[src/rtl/arm_multicycle_control.sv]
// ---------------------------------------------------------------------------
// arm_multicycle_control
//
// Multicycle control unit for the ARM core. Sequences the datapath through
// Fetch/Decode/Execute/Memory/Writeback. It also owns the NZCV flags register
// and the conditional-execution decision for each instruction.
//
// Ports
//   clk         rising-edge system clock
//   rst_n       synchronous active-low reset
//   Instr       IR bits [31:12]: {cond[3:0], op[1:0], I, cmd[3:0], S/L, Rn, Rd}
//   ALUFlags    {N,Z,C,V} produced by the ALU this cycle
//   PCWrite     PC load enable
//   IRWrite     instruction register load enable
//   RegWrite    register bank write enable (WE3)
//   MemWrite    data memory write enable
//   AdrSrc      memory address select: 0=PC, 1=ALU result
//   ResultSrc   00=ALUOut reg, 01=memory data, 10=ALU result
//   ALUSrcA     0=RD1, 1=PC
//   ALUSrcB     00=RD2, 01=ExtImm, 10=constant 4
//   ALUControl  00=ADD, 01=SUB, 10=AND, 11=ORR
//   RegSrc      [0]: read R15 as Rn, [1]: read Rd as ADDR2
//   ImmSrc      00=8-bit DP imm, 01=12-bit offset, 10=24-bit branch
//   state_o     current state, for debug
//
// Handshake: none. Every output is a Moore decode of the state register
// (plus the latched condition bit and the held instruction bits); the four
// write enables are additionally gated low while rst_n is low.
// ---------------------------------------------------------------------------
module arm_multicycle_control #(
  parameter int STATE_W = 4
) (
  input  logic               clk,
  input  logic               rst_n,
  input  logic [19:0]        Instr,
  input  logic [3:0]         ALUFlags,
  output logic               PCWrite,
  output logic               IRWrite,
  output logic               RegWrite,
  output logic               MemWrite,
  output logic               AdrSrc,
  output logic [1:0]         ResultSrc,
  output logic               ALUSrcA,
  output logic [1:0]         ALUSrcB,
  output logic [1:0]         ALUControl,
  output logic [1:0]         RegSrc,
  output logic [1:0]         ImmSrc,
  output logic [STATE_W-1:0] state_o
);

  typedef enum logic [STATE_W-1:0] {
    S_FETCH    = STATE_W'(0),
    S_DECODE   = STATE_W'(1),
    S_MEMADR   = STATE_W'(2),
    S_MEMREAD  = STATE_W'(3),
    S_MEMWB    = STATE_W'(4),
    S_MEMWRITE = STATE_W'(5),
    S_EXECR    = STATE_W'(6),
    S_EXECI    = STATE_W'(7),
    S_ALUWB    = STATE_W'(8),
    S_BRANCH   = STATE_W'(9)
  } state_t;

  // Instruction fields
  logic [3:0] w_cond;
  logic [1:0] w_op;
  logic       w_imm;
  logic [3:0] w_cmd;
  logic       w_sl;
  logic [3:0] w_rd;
  logic [3:0] w_unused_rn;

  assign w_cond      = Instr[19:16];
  assign w_op        = Instr[15:14];
  assign w_imm       = Instr[13];
  assign w_cmd       = Instr[12:9];
  assign w_sl        = Instr[8];
  assign w_unused_rn = Instr[7:4];
  assign w_rd        = Instr[3:0];

  // Registered state
  state_t     r_state;
  logic       r_cond;
  logic [3:0] r_flags;

  // Registered outputs (write enables kept raw, gated by rst_n below)
  logic       r_pc_write, r_ir_write, r_reg_write, r_mem_write, r_adr_src;
  logic       r_alu_src_a;
  logic [1:0] r_result_src, r_alu_src_b, r_alu_control, r_reg_src, r_imm_src;

  // Condition evaluation against the architectural flags register
  logic w_cond_ex;
  logic w_n, w_z, w_c, w_v;
  assign {w_n, w_z, w_c, w_v} = r_flags;

  always_comb begin
    w_cond_ex = 1'b0;
    case (w_cond)
      4'b0000: w_cond_ex = w_z;
      4'b0001: w_cond_ex = ~w_z;
      4'b0010: w_cond_ex = w_c;
      4'b0011: w_cond_ex = ~w_c;
      4'b0100: w_cond_ex = w_n;
      4'b0101: w_cond_ex = ~w_n;
      4'b0110: w_cond_ex = w_v;
      4'b0111: w_cond_ex = ~w_v;
      4'b1000: w_cond_ex = w_c & ~w_z;
      4'b1001: w_cond_ex = ~w_c | w_z;
      4'b1010: w_cond_ex = (w_n == w_v);
      4'b1011: w_cond_ex = (w_n != w_v);
      4'b1100: w_cond_ex = ~w_z & (w_n == w_v);
      4'b1101: w_cond_ex = w_z | (w_n != w_v);
      4'b1110: w_cond_ex = 1'b1;
      default: w_cond_ex = 1'b0;
    endcase
  end

  // Data-processing command decode. Unrecognised commands behave as a NOP:
  // the ALU still adds, but nothing is written and the flags are untouched.
  logic [1:0] w_dp_alu;
  logic       w_dp_nowrite;
  logic       w_dp_flags_en;
  logic       w_dp_cv_en;

  always_comb begin
    w_dp_alu      = 2'b00;
    w_dp_nowrite  = 1'b1;
    w_dp_flags_en = 1'b0;
    w_dp_cv_en    = 1'b0;
    case (w_cmd)
      4'b0100: begin w_dp_alu = 2'b00; w_dp_nowrite = 1'b0; w_dp_flags_en = 1'b1; w_dp_cv_en = 1'b1; end
      4'b0010: begin w_dp_alu = 2'b01; w_dp_nowrite = 1'b0; w_dp_flags_en = 1'b1; w_dp_cv_en = 1'b1; end
      4'b0000: begin w_dp_alu = 2'b10; w_dp_nowrite = 1'b0; w_dp_flags_en = 1'b1; end
      4'b1100: begin w_dp_alu = 2'b11; w_dp_nowrite = 1'b0; w_dp_flags_en = 1'b1; end
      4'b1010: begin w_dp_alu = 2'b01; w_dp_flags_en = 1'b1; w_dp_cv_en = 1'b1; end
      default: begin w_dp_alu = 2'b00; end
    endcase
  end

  // Next state
  state_t w_state_fsm;
  state_t w_state_nxt;
  logic   w_cond_nxt;

  always_comb begin
    w_state_fsm = S_FETCH;
    case (r_state)
      S_FETCH:   w_state_fsm = S_DECODE;
      S_DECODE: begin
        case (w_op)
          2'b00:   w_state_fsm = w_imm ? S_EXECI : S_EXECR;
          2'b01:   w_state_fsm = S_MEMADR;
          2'b10:   w_state_fsm = S_BRANCH;
          default: w_state_fsm = S_FETCH;
        endcase
      end
      S_MEMADR:  w_state_fsm = w_sl ? S_MEMREAD : S_MEMWRITE;
      S_MEMREAD: w_state_fsm = S_MEMWB;
      S_EXECR:   w_state_fsm = S_ALUWB;
      S_EXECI:   w_state_fsm = S_ALUWB;
      default:   w_state_fsm = S_FETCH;  // writebacks, branch and illegal codes
    endcase
  end

  assign w_state_nxt = rst_n ? w_state_fsm : S_FETCH;
  // The condition is frozen at DECODE so an EXEC flag update cannot change
  // whether the same instruction writes back.
  assign w_cond_nxt  = !rst_n ? 1'b0 :
                       (r_state == S_DECODE) ? w_cond_ex : r_cond;

  // Output decode of the next state, registered alongside it
  logic       w_pc_write, w_ir_write, w_reg_write, w_mem_write, w_adr_src;
  logic       w_alu_src_a;
  logic [1:0] w_result_src, w_alu_src_b, w_alu_control, w_reg_src, w_imm_src;
  logic       w_rd_pc;

  assign w_rd_pc = (w_rd == 4'b1111);

  always_comb begin
    w_pc_write    = 1'b0;
    w_ir_write    = 1'b0;
    w_reg_write   = 1'b0;
    w_mem_write   = 1'b0;
    w_adr_src     = 1'b0;
    w_result_src  = 2'b00;
    w_alu_src_a   = 1'b0;
    w_alu_src_b   = 2'b00;
    w_alu_control = 2'b00;
    w_reg_src     = 2'b00;
    w_imm_src     = 2'b00;
    case (w_state_nxt)
      S_FETCH: begin
        w_ir_write   = 1'b1;
        w_pc_write   = 1'b1;
        w_alu_src_a  = 1'b1;
        w_alu_src_b  = 2'b10;
        w_result_src = 2'b10;
      end
      S_DECODE: begin
        w_alu_src_a  = 1'b1;
        w_alu_src_b  = 2'b10;
        w_result_src = 2'b10;
      end
      S_MEMADR: begin
        w_alu_src_b = 2'b01;
        w_imm_src   = 2'b01;
      end
      S_MEMREAD: w_adr_src = 1'b1;
      S_MEMWB: begin
        w_result_src = 2'b01;
        w_reg_write  = w_cond_nxt;
        w_pc_write   = w_cond_nxt & w_rd_pc;
      end
      S_MEMWRITE: begin
        w_adr_src   = 1'b1;
        w_mem_write = w_cond_nxt;
        w_reg_src   = 2'b10;
      end
      S_EXECR: w_alu_control = w_dp_alu;
      S_EXECI: begin
        w_alu_src_b   = 2'b01;
        w_alu_control = w_dp_alu;
      end
      S_ALUWB: begin
        w_reg_write = w_cond_nxt & ~w_dp_nowrite;
        w_pc_write  = w_cond_nxt & ~w_dp_nowrite & w_rd_pc;
      end
      S_BRANCH: begin
        w_alu_src_b  = 2'b01;
        w_imm_src    = 2'b10;
        w_reg_src    = 2'b01;
        w_result_src = 2'b10;
        w_pc_write   = w_cond_nxt;
      end
      default: ;
    endcase
  end

  logic w_exec_state;
  assign w_exec_state = (r_state == S_EXECR) || (r_state == S_EXECI);

  always_ff @(posedge clk) begin
    r_state       <= w_state_nxt;
    r_cond        <= w_cond_nxt;
    r_pc_write    <= w_pc_write;
    r_ir_write    <= w_ir_write;
    r_reg_write   <= w_reg_write;
    r_mem_write   <= w_mem_write;
    r_adr_src     <= w_adr_src;
    r_result_src  <= w_result_src;
    r_alu_src_a   <= w_alu_src_a;
    r_alu_src_b   <= w_alu_src_b;
    r_alu_control <= w_alu_control;
    r_reg_src     <= w_reg_src;
    r_imm_src     <= w_imm_src;
    if (!rst_n) begin
      r_flags <= 4'b0000;
    end else if (w_exec_state && w_sl && r_cond && w_dp_flags_en) begin
      r_flags[3:2] <= ALUFlags[3:2];
      // Logical ops leave carry and overflow untouched
      if (w_dp_cv_en) r_flags[1:0] <= ALUFlags[1:0];
    end
  end

  assign PCWrite    = r_pc_write  & rst_n;
  assign IRWrite    = r_ir_write  & rst_n;
  assign RegWrite   = r_reg_write & rst_n;
  assign MemWrite   = r_mem_write & rst_n;
  assign AdrSrc     = r_adr_src;
  assign ResultSrc  = r_result_src;
  assign ALUSrcA    = r_alu_src_a;
  assign ALUSrcB    = r_alu_src_b;
  assign ALUControl = r_alu_control;
  assign RegSrc     = r_reg_src;
  assign ImmSrc     = r_imm_src;
  assign state_o    = r_state;

endmodule
[config.mk]
export PLATFORM = sky130hd
export DESIGN_NAME = arm_multicycle_control
export DESIGN_NICKNAME = d
export VERILOG_FILES = /design/src/rtl/arm_multicycle_control.sv
export SDC_FILE = /design/constraint.sdc
export NUM_CORES = 1
export LEC_CHECK = 0
export ABC_CLOCK_PERIOD_IN_PS = 1500
export BUFFER_PORTS_ARGS = -buffer_cell sky130_fd_sc_hd__buf_2
export CAP_MARGIN = 10
export CORE_MARGIN = 4
export CORE_UTILIZATION = 27
export DETAILED_ROUTE_END_ITERATION = 10
export PLACE_DENSITY = 0.49
export SYNTH_ARGS = -nofsm -noshare
export SYNTH_HDL_FRONTEND = slang
export SYNTH_SLANG_ARGS = --single-unit
[constraint.sdc]
create_clock -name clk -period 1.5 [get_ports clk]
set_input_delay 0.15 -clock clk [delete_from_list [all_inputs] [get_ports clk]]
set_output_delay 0.15 -clock clk [all_outputs]
set_load 0.02 [all_outputs]
==> flow_metrics.py <==
metrics = {
    "drt": {
        "firstDrtPassIters": 4,
        "drc": 0,
        "wire_per_inst_um": 13.4,
        "drtAntennaViolNets": 0,
        "wirelength_um": 3280,
        "viasPerCell": 4.73,
        "drtIter0Drc": 50,
        "vias": 1153,
    },
    "synth": {
        "synth_cells": 124,
        "synth_seq_cells": 25,
        "synth.distinct_cells": 48,
        "synth_top_cell_area_share": 0.418,
        "yosysWarnings": 0,
        "synth_area_mm2": 0.00120,
        "syn_nets": 150,
        "ys_async_sr_fraction": 0,
        "avgSynthCellArea_um2": 9.65,
        "ys_seq_area_frac": 0.418,
        "yosysMostFrequentCell": "dfxtp_1",
        "synth_top_cell_by_area": "dfxtp_1",
        "synth_edf_count": 0,
        "synth.area.top_cells": "dfxtp_1 (42%), mux2i_1 (5.9%), and2_1 (4.2%)",
        "synth_commonest_cells": "dfxtp_1 (25), and2_1 (8), nor2b_1 (8), mux2i_1 (7), nor2_1 (5)",
        "synthFlopType": "dfxtp_1",
    },
    "global_routing": {
        "grt_pass1_vias": 1155,
        "grt_pass1_wl_um": 5310,
        "grt_antenna_before_repair": 0,
        "grt_util_all_layers": 0.123,
        "overflow": 0,
        "grt_max_degree": 16,
    },
    "timing": {
        "period_minus_slack_ns": 1.60,
        "drv_slew": 0,
        "worst_slack_ns": -0.101,
        "finalClockSkew_ns": 0.00289,
        "relSlewSlack": 0.743,
        "rsz0062_at_grt": "yes",
        "finalSetupViolCount": 6,
        "hold_viol": 0,
        "clock.fmax_ghz": 0.625,
        "worstMarginPinSlew_ns": 0.384,
        "timing.final.crit_share": 1.07,
    },
    "final_layout": {
        "drive_gt1_frac": 0.541,
        "n_antenna_cell": 0,
        "final_core_util": 0.442,
        "finalNonFillerCells": 244,
        "num-fill-cells": 440,
        "area_growth_pct": 53.1,
        "nNetsFinal": 221,
    },
    "critical_path": {
        "crit_start": "r_flags[3]",
        "r2r_cells": 4,
        "startpoint_type": "register",
        "worstSetupPathType": "register to register",
        "max_stage_delay_ns": 0.46,
        "r2r-end": "r_reg_write",
        "worstReg2RegStart": "r_flags[3]",
        "r2r_slack_ns": -0.10,
        "cp-endpoint": "r_reg_write",
        "crit_arrival_ns": 1.80,
        "worstPathRequired_ns": 1.70,
        "cpMaxStageDelayCell": "or4b_1",
        "path_max_fanout": 6,
        "critPathCaptureType": "register",
        "cp_cell_sequence": "or4b_1 -> a311o_1 -> a31oi_4 -> nor3b_2",
    },
    "place": {
        "place_inst": 237,
        "hpwl_um": 2540,
        "io_buffer_count": 41,
        "place_congestion": 0.796,
    },
    "worst_hold_path": {
        "min_path_type": "input pin to register",
    },
    "run_status": {
        "violations": "negative setup slack",
        "status": "finished, violations left",
    },
    "power": {
        "power_mw": 1.48,
        "power_density_mw_per_mm2": 810,
        "p_leak_nw": 0.794,
        "peakVddDrop_uv": 466,
    },
    "cts": {
        "clk_latency_ns": 0.27,
        "cts.sinks": 25,
        "clockRootBuffer": "clkbuf_8",
        "htree_levels": 1,
        "hold_buffers": 0,
        "clockBufferDepth": 2,
        "cts_tree": "yes",
        "numCtsBuffers": 3,
        "clk_pin_slew_worst_paths_ns": 0.09,
    },
    "die": {
        "die_w_um": 74.6,
        "initial_core_util": 0.289,
        "dieArea_mm2": 0.00556,
        "design.core.area_mm2": 0.00414,
        "die_h_um": 74.6,
        "io-pin-count": 46,
        "row_count": 23,
    },
    "run": {
        "maxCapViolCount": 0,
    },
}
## area by class of cell
type                       count  area (µm²)  area share
clock buffer                   3        41.3      0.0225
inverter                       3        11.3     0.00615
tap                           50        62.6      0.0342
sequential                    25         517       0.282
multi-input combinational     90         751       0.410
clock inverter                 1        7.51     0.00410
timing repair buffer          72         442       0.241
## report_power, final
part	total, mW	internal [mW]	leakage [nW]	switching (mW)
Clock	0.408	0.188	0.0217	0.219
Combinational	0.359	0.175	0.565	0.184
Sequential	0.716	0.698	0.208	0.0183
Total	1.48	1.06	0.794	0.422
## critical path: cells and delay by family (launching register included)
kind	cells	cell delay, ns
AOI/OAI and AO/OA	2	0.51
and+or+nand+nor	2	0.65
DFF	1	0.38
## stage by stage
step / hold WS, ns / TNS, ns / cell area (µm²) / setup WS [ns]
after floorplan: 0.228 / -0.0419 / 1210 / -0.0263
after global placement: 0.365 / -0.447 / 1650 / -0.102
after detailed placement: 0.387 / -0.685 / 1650 / -0.141
after CTS: 0.0907 / -0.537 / 1750 / -0.133
after global routing: 0.123 / -1.14 / 1830 / -0.154
final: 0.116 / -0.319 / 1830 / -0.101
## how the worst min path moves through the flow
| stage | slack, ns | cells after the start | end | start |
|---|---|---|---|---|
| after floorplan | 0.23 | 1 | ALUControl[1] | Instr[10] |
| after global placement | 0.37 | 2 | ALUControl[1] | Instr[9] |
| after detailed placement | 0.39 | 2 | ALUControl[1] | Instr[9] |
| after CTS | 0.09 | 2 | ALUControl[1] | Instr[9] |
| after global routing | 0.12 | 2 | ALUControl[0] | Instr[9] |
| final | 0.12 | 2 | ALUControl[0] | Instr[9] |
## state kept, by name, indices dropped and copies added (netlist names)
register / count
r_flags: 4
ImmSrc: 2
r_cond: 1
ALUSrcB: 2
ALUControl: 2
state_o: 4
ResultSrc: 2
RegSrc: 2
r_reg_write: 1
r_pc_write: 1
AdrSrc: 1
ALUSrcA: 1
r_mem_write: 1
r_ir_write: 1
## routing by layer
| metal | GRT usage | part of all wire | vias up |
|---|---|---|---|
| met5 | 0 | 0 | - |
| met4 | 0.0415 | 0.016 | 0 |
| met3 | 0.0216 | 0.038 | 6 |
| met2 | 0.208 | 0.48 | 23 |
| met1 | 0.157 | 0.47 | 529 |
| li1 | - | - | 595 |
## placed cells by master (no fill, tap or decap), types with 2 or more instances in the layout
cell	instances
mux2i_1	7
buf_2	41
clkbuf_8	3
nor3b_2	2
dfxtp_1	18
nor3_1	3
o21ai_0	3
nor4_1	2
o21bai_1	2
dfxtp_4	3
nand3_1	3
a211oi_1	2
buf_4	30
nand2_1	3
and2_1	7
and3b_1	2
nor2b_1	8
a21oi_1	2
inv_2	3
dfxtp_2	4
nand2b_1	3
nor2_1	4
## kinds of logic (layout without fill, tap and decap cells)
logic type             count (synthesis)  count (layout)  synth area share
buffers and inverters                  9              79            0.0387
XOR/XNOR                               2               2            0.0146
AO/OA/AOI/OAI                         26              26             0.178
AND/OR/NAND/NOR                       54              54             0.282
multiplexers                           8               8            0.0680
flip-flops                            25              25             0.418
## what timing repair did
action,4_1_cts,5_1_grt
gates resized for setup,12,10
setup buffers,0,4
pin swaps,2,6
setup endpoints to repair,12,16
(Power assumes the default switching activity.)
